$ cat src/rtl/mem_req_ctrl_pkg.sv
// Shared types and default widths for the memory request controller.
package mem_req_ctrl_pkg;
  localparam int DWIDTH_DEF = 16;
  localparam int AWIDTH_DEF = 8;

  typedef enum logic {IDLE = 1'b0, RD_WAIT = 1'b1} state_e;
  typedef enum logic {REQ_IF = 1'b0, REQ_LS = 1'b1} req_id_e;
endpackage

$ cat src/rtl/mem_req_arb.sv
// Fetch vs load/store arbiter: data wins by default; a fetch wins once
// FAIR_MAX consecutive data grants have gone by while it was waiting.
module mem_req_arb
  import mem_req_ctrl_pkg::*;
#(
  parameter int FAIR_MAX = 2
) (
  input  logic       clk,
  input  logic       rst_n,
  input  logic       en_i,
  input  logic       if_req_i,
  input  logic       ls_req_i,
  output req_id_e    win_o,
  output logic [1:0] gnt_o
);
  localparam int FW = (FAIR_MAX < 1) ? 1 : $clog2(FAIR_MAX + 1);

  logic [FW-1:0] fair_q;
  logic          fetch_first;

  always_comb begin
    fetch_first = if_req_i && (!ls_req_i || (fair_q == FW'(FAIR_MAX)));
    win_o       = fetch_first ? REQ_IF : REQ_LS;
    gnt_o       = 2'b00;
    if (en_i) begin
      if (fetch_first)   gnt_o = 2'b01;
      else if (ls_req_i) gnt_o = 2'b10;
    end
  end

  // Counts data grants that a waiting fetch has watched go past.
  always_ff @(posedge clk or negedge rst_n) begin
    if (!rst_n)                                    fair_q <= '0;
    else if (!if_req_i || gnt_o[0])                fair_q <= '0;
    else if (gnt_o[1] && fair_q != FW'(FAIR_MAX))  fair_q <= fair_q + 1'b1;
  end
endmodule

$ cat src/rtl/mem_req_ctrl.sv
// Memory request controller: arbitrates fetch/load-store, issues one access
// per grant, waits RD_LAT cycles for reads. MEM_REQ_PERF_CNT_EN adds stall_cnt.
module mem_req_ctrl
  import mem_req_ctrl_pkg::*;
#(
  parameter int DWIDTH   = DWIDTH_DEF,
  parameter int AWIDTH   = AWIDTH_DEF,
  parameter int RD_LAT   = 1,
  parameter int FAIR_MAX = 2
) (
  input  logic              clk,
  input  logic              rst_n,
  input  logic              if_req,
  input  logic [AWIDTH-1:0] if_addr,
  output logic              if_gnt,
  output logic              if_rvalid,
  output logic [DWIDTH-1:0] if_rdata,
  input  logic              ls_req,
  input  logic              ls_we,
  input  logic [AWIDTH-1:0] ls_addr,
  input  logic [DWIDTH-1:0] ls_wdata,
  output logic              ls_gnt,
  output logic              ls_rvalid,
  output logic [DWIDTH-1:0] ls_rdata,
  output logic              mem_en,
  output logic              mem_we,
  output logic [AWIDTH-1:0] mem_addr,
  output logic [DWIDTH-1:0] mem_wdata,
  input  logic [DWIDTH-1:0] mem_rdata,
  output logic              busy
`ifdef MEM_REQ_PERF_CNT_EN
  ,
  output logic [15:0]       stall_cnt
`endif
);
  state_e            state_q;
  logic [1:0]        lat_q;
  req_id_e           id_q;
  logic              if_rvalid_q, ls_rvalid_q;
  logic [DWIDTH-1:0] if_rdata_q, ls_rdata_q;
  logic [1:0]        gnt;
  req_id_e           win;
  logic              rd_start;

  mem_req_arb #(.FAIR_MAX(FAIR_MAX)) u_arb (
    .clk      (clk),
    .rst_n    (rst_n),
    .en_i     (state_q == IDLE),
    .if_req_i (if_req),
    .ls_req_i (ls_req),
    .win_o    (win),
    .gnt_o    (gnt)
  );

  assign if_gnt = gnt[0];
  assign ls_gnt = gnt[1];

  always_comb begin
    mem_en    = |gnt;
    mem_we    = gnt[1] & ls_we;
    mem_addr  = '0;
    mem_wdata = '0;
    if (gnt[1]) begin
      mem_addr = ls_addr;
      if (ls_we) mem_wdata = ls_wdata;
    end else if (gnt[0]) begin
      mem_addr = if_addr;
    end
  end

  assign rd_start = mem_en && !mem_we;

  // lat_q counts RD_WAIT cycles; mem_rdata is sampled in the last of them.
  always_ff @(posedge clk or negedge rst_n) begin
    if (!rst_n) begin
      state_q     <= IDLE;
      lat_q       <= '0;
      id_q        <= REQ_IF;
      if_rvalid_q <= 1'b0;
      ls_rvalid_q <= 1'b0;
      if_rdata_q  <= '0;
      ls_rdata_q  <= '0;
    end else begin
      if_rvalid_q <= 1'b0;
      ls_rvalid_q <= 1'b0;
      case (state_q)
        IDLE: begin
          if (rd_start) begin
            state_q <= RD_WAIT;
            lat_q   <= '0;
            id_q    <= win;
          end
        end
        RD_WAIT: begin
          if (lat_q == 2'(RD_LAT - 1)) begin
            state_q <= IDLE;
            if (id_q == REQ_IF) begin
              if_rvalid_q <= 1'b1;
              if_rdata_q  <= mem_rdata;
            end else begin
              ls_rvalid_q <= 1'b1;
              ls_rdata_q  <= mem_rdata;
            end
          end else begin
            lat_q <= lat_q + 2'd1;
          end
        end
        default: state_q <= IDLE;
      endcase
    end
  end

  assign if_rvalid = if_rvalid_q;
  assign ls_rvalid = ls_rvalid_q;
  assign if_rdata  = if_rdata_q;
  assign ls_rdata  = ls_rdata_q;
  assign busy      = (state_q == RD_WAIT);

`ifdef MEM_REQ_PERF_CNT_EN
  logic [15:0] stall_q;
  logic        stall;

  assign stall = (if_req && !if_gnt) || (ls_req && !ls_gnt);

  always_ff @(posedge clk or negedge rst_n) begin
    if (!rst_n)                             stall_q <= '0;
    else if (stall && stall_q != 16'hFFFF)  stall_q <= stall_q + 16'd1;
  end

  assign stall_cnt = stall_q;
`endif
endmodule

$ cat config.mk
export PLATFORM = sky130hd
export DESIGN_NAME = mem_req_ctrl
export DESIGN_NICKNAME = d
export VERILOG_FILES = /design/src/rtl/mem_req_ctrl_pkg.sv /design/src/rtl/mem_req_arb.sv /design/src/rtl/mem_req_ctrl.sv
export SDC_FILE = /design/constraint.sdc
export NUM_CORES = 1
export LEC_CHECK = 0
export ABC_AREA = 1
export BUFFER_PORTS_ARGS = -buffer_cell sky130_fd_sc_hd__buf_2
export CAP_MARGIN = 40
export CORE_MARGIN = 1.5
export CORE_UTILIZATION = 40
export CTS_CLUSTER_DIAMETER = 100
export DETAILED_ROUTE_END_ITERATION = 7
export PLACE_DENSITY = 0.77
export SETUP_SLACK_MARGIN = 0.5
export SLEW_MARGIN = 5
export SYNTH_ARGS = -nofsm -noshare
export SYNTH_HDL_FRONTEND = slang
export SYNTH_SLANG_ARGS = --single-unit
$ cat constraint.sdc
create_clock -name clk -period 1.65 [get_ports clk]
set_input_delay 0.33 -clock clk [delete_from_list [all_inputs] [get_ports clk]]
set_output_delay 0.33 -clock clk [all_outputs]
set_load 0.005 [all_outputs]
==> flow_summary_export.csv <==
group,metric,value,unit
critical_path,slowest_delay,0.42,ns
drt,drt_pass1_iterations,4,
pwr,leakagePower,2.00,nW
outcome,outcome,"complete, but fails checks",
synth,synthXorXnorAreaFrac,0,%
placement,port_buffers,115,
critical_path,critPathCaptureType,"output pin",
outcome,violations,"negative setup slack",
clock_network,insertion_delay,0.29,ns
die,row_count,24,
critical_path,crit_type,"register to output pin",
critical_path,cp.arrival,1.52,ns
synth,syn_avg_cell_area,7.82,um2
synth,synth_nets,286,
clock_network,cts_tree,"done",
drt,post-route-drc-count,0,
timing,clock_skew,0.00526,ns
synth,syn_area,1810,um2
flow_run,drv_cap,0,
timing,setup_slack,-0.199,ns
placement,place_area,2520,um2
timing,min_period,1.85,ns
die,die_h,70.2,um
pwr,p_comb_share,58.8,%
critical_path,required,1.32,ns
synth,yosys_warnings,0,
synth,synthTopCellsByArea,"dfrtp_1 (55%), nand2_1 (17%), o21ai_0 (9.4%), inv_1 (6.0%), nor2_1 (4.0%)",
pwr,intPower,0.00400,W
timing,slew_violations,0,
critical_path,crit_fanout,5,
critical_path,r2r_setup_slack,0.14,ns
synth,synth-compound-area-share,9.70,%
die,core_area,4350,um2
clock_network,cts_buffer_depth,2,
clock_network,numCtsBuffers,5,
cells_and_area,fin_nets,445,
die,design.die.area,4930,um2
die,die_w,70.2,um
global_routing,first_global_vias,1905,
drt,drt-wirelength-per-cell,15.5,um
timing,hold_viol_final,0,
timing,fmax,0.541,GHz
synth,ys_ff_latch,40,
critical_path,slowest_stage,"dfrtp_1",
cells_and_area,postLayoutCellArea,3590,um2
global_routing,grt_start_max_net_pins,22,
cells_and_area,area_growth_syn_to_layout,98.8,%
drt,routed_wl,6.85,mm
synth,yosysTopAreaCell,"dfrtp_1",
critical_path,cp_top_family,"flip-flops",
synth,synthSimpleGateAreaFrac,24.5,%
die,io_pins,116,
pwr,ir_drop,1170,uV
pwr,p_sw_share,39.1,%
cells_and_area,drive_gt1_share,65.5,%
drt,viasPerCell,4.92,
timing,finalSetupViolations,28,
timing,finalCritPeriodShare,112,%
synth,synth.yosys.seq_area_share,55.4,%
clock_network,cts.clk_slew.worst_paths,0.08,ns
clock_network,cts_max_level,2,
synth,synth_top_family_by_area,"simple AND/OR/NAND/NOR gates",
synth,yosys.area.top_type_share,55.4,%
synth,synthDistinctLibCells,14,
drt,drtIter0Drc,94,
timing,worstMarginPinSlew,0.481,ns
cells_and_area,antenna_cells,0,
pwr,powerDensity,1830,nW/um2
placement,hpwlAfterDp,3.25,mm
global_routing,grt_pass1_wl,8.98,mm
placement,place.gp.congestion,0.738,
critical_path,critPathLaunchType,"register",
clock_network,cts_sinks,40,
drt,final_antenna_net_count,0,
synth,synthAdderAreaFrac,1.39,%
drt,via_count,2179,
timing,tns,-3.55,ns
critical_path,crit_chain,"ha_4 > inv_4 > nand2_8 > nand3_4 > clkinvlp_4 > nand2_2 > nand2_1 > buf_2",
critical_path,path_buf_inv,3,
pwr,p_sw,0.00257,W
timing,rsz0062_at_grt,"true",
min_path,hold_path.class,"input pin to register",
placement,pre_cts_ws,0.0253,ns
pwr,power.clock.fraction,13.5,%
clock_network,clock-root-buffer,"clkbuf_8",
timing,slew_headroom,68.0,%
die,start_util,41.5,%
global_routing,groute.usage.overall,23.0,%
global_routing,grt-ovfl-total,0,
synth,synthCells,231,
synth,muxShareOfSynthArea,0,%
global_routing,antenna_found_initial,0,
pwr,power_frac_seq,27.7,%
==> worst register-to-register path, stage by stage (launching register included) <==
cell and delay, ns:
dfrtp_1 0.42, ha_4 0.18, inv_4 0.07, nand2_8 0.07
nand3_4 0.10, clkinvlp_4 0.14, buf_4 0.16, buf_6 0.11
buf_6 0.10, o21ai_2 0.10
==> cell usage in the layout, fill, tap and decap left out, types with 2 or more instances in the layout <==
master,count
inv_4,2
nor2_1,7
buf_2,113
nand2_4,26
buf_16,4
nand2_8,3
nor2_2,10
o21ai_2,23
dfrtp_1,40
nand2_2,13
buf_6,8
inv_2,4
nand3_1,4
o21ai_1,10
clkbuf_8,7
nand2_1,45
buf_4,22
nand3_4,3
ha_4,2
clkbuf_16,3
nor2_4,2
buf_12,5
inv_1,24
==> state kept, by name, indices dropped and copies added, names as in the netlist <==
register      cells
ls_rvalid         1
busy              1
if_rdata         16
if_rvalid         1
u_arb.fair_q      2
id_q              1
ls_rdata         16
lat_q             2
==> metal layers <==
metal | up-vias | track usage [%] | wire length, um
li1 | 1040 | - | -
met1 | 1034 | 28.1 | 2510
met2 | 80 | 40.5 | 3700
met3 | 25 | 5.63 | 414
met4 | 0 | 5.98 | 223
met5 | - | 0 | 0
==> power groups by stage <==
stage	clock [W]	combinational, W	sequential, W
after detailed placement	0	0.00174	0.00168
after floorplan	0	0.000872	0.00173
after CTS	0.000878	0.00272	0.00175
after global placement	0	0.00168	0.00167
final	0.000884	0.00386	0.00182
after global routing	0.000940	0.00415	0.00186
==> cell type report <==
cell class	instances	area [um2]
fill	251	766
inverter	32	138
clock buffer	7	96.3
clock inverter	1	30.0
timing repair inverter	2	16.3
tap	52	65.1
sequential	40	1000
multi-input combinational	152	1110
timing repair buffer	157	1130
==> worst paths after layout <==
path | startpoint | depth (start not counted) | to
min in group asynchronous | rst_n | 2 | ls_rdata[11]
max | u_arb.fair_q[1] | 8 | mem_addr[7]
max in group asynchronous | rst_n | 3 | ls_rdata[6]
min | mem_rdata[9] | 3 | if_rdata[9]
max reg2reg | u_arb.fair_q[1] | 9 | id_q
min reg2reg | if_rdata[0] | 2 | if_rdata[0]
==> cells by family (layout without fill, tap and decap cells) <==
family	after synthesis	count (layout)
adder cells (fa/ha/maj)	2	2
buffers and inverters	41	199
AND/OR/NAND/NOR	113	115
flip-flops	40	40
AO/OA/AOI/OAI	35	35
==> cells in the mapped netlist <==
library cell	number
or2_0	1
nand2_2	2
a21oi_1	1
nand4_1	1
nand3_1	7
nand2_1	83
dfrtp_1	40
nor2_1	19
clkbuf_1	3
buf_2	6
ha_1	2
inv_1	29
o21ai_0	34
inv_2	3
==> stage by stage <==
step / instances / hold slack (ns) / power [W] / util [%]
4_1_cts: 419 / 0.279 / 0.00535 / 71.0
3_5_place_dp: 394 / 0.303 / 0.00342 / 57.9
2_1_floorplan: 231 / 0.0344 / 0.00260 / -
3_3_place_gp: 394 / 0.302 / 0.00336 / 57.9
5_1_grt: 443 / 0.303 / 0.00695 / 82.4
6_report: 443 / 0.303 / 0.00656 / 82.4
==> timing repair <==
action / in CTS / in global routing
endpoints found under the hold margin: 19 / 0
hold buffers: 1 / 0
gates resized for setup: 98 / 66
setup endpoints to repair: 68 / 98
buffers inserted: 7 / 21
pin swaps: 8 / 24
gates cloned: 9 / 3
Power figures use the tool's default switching activity.
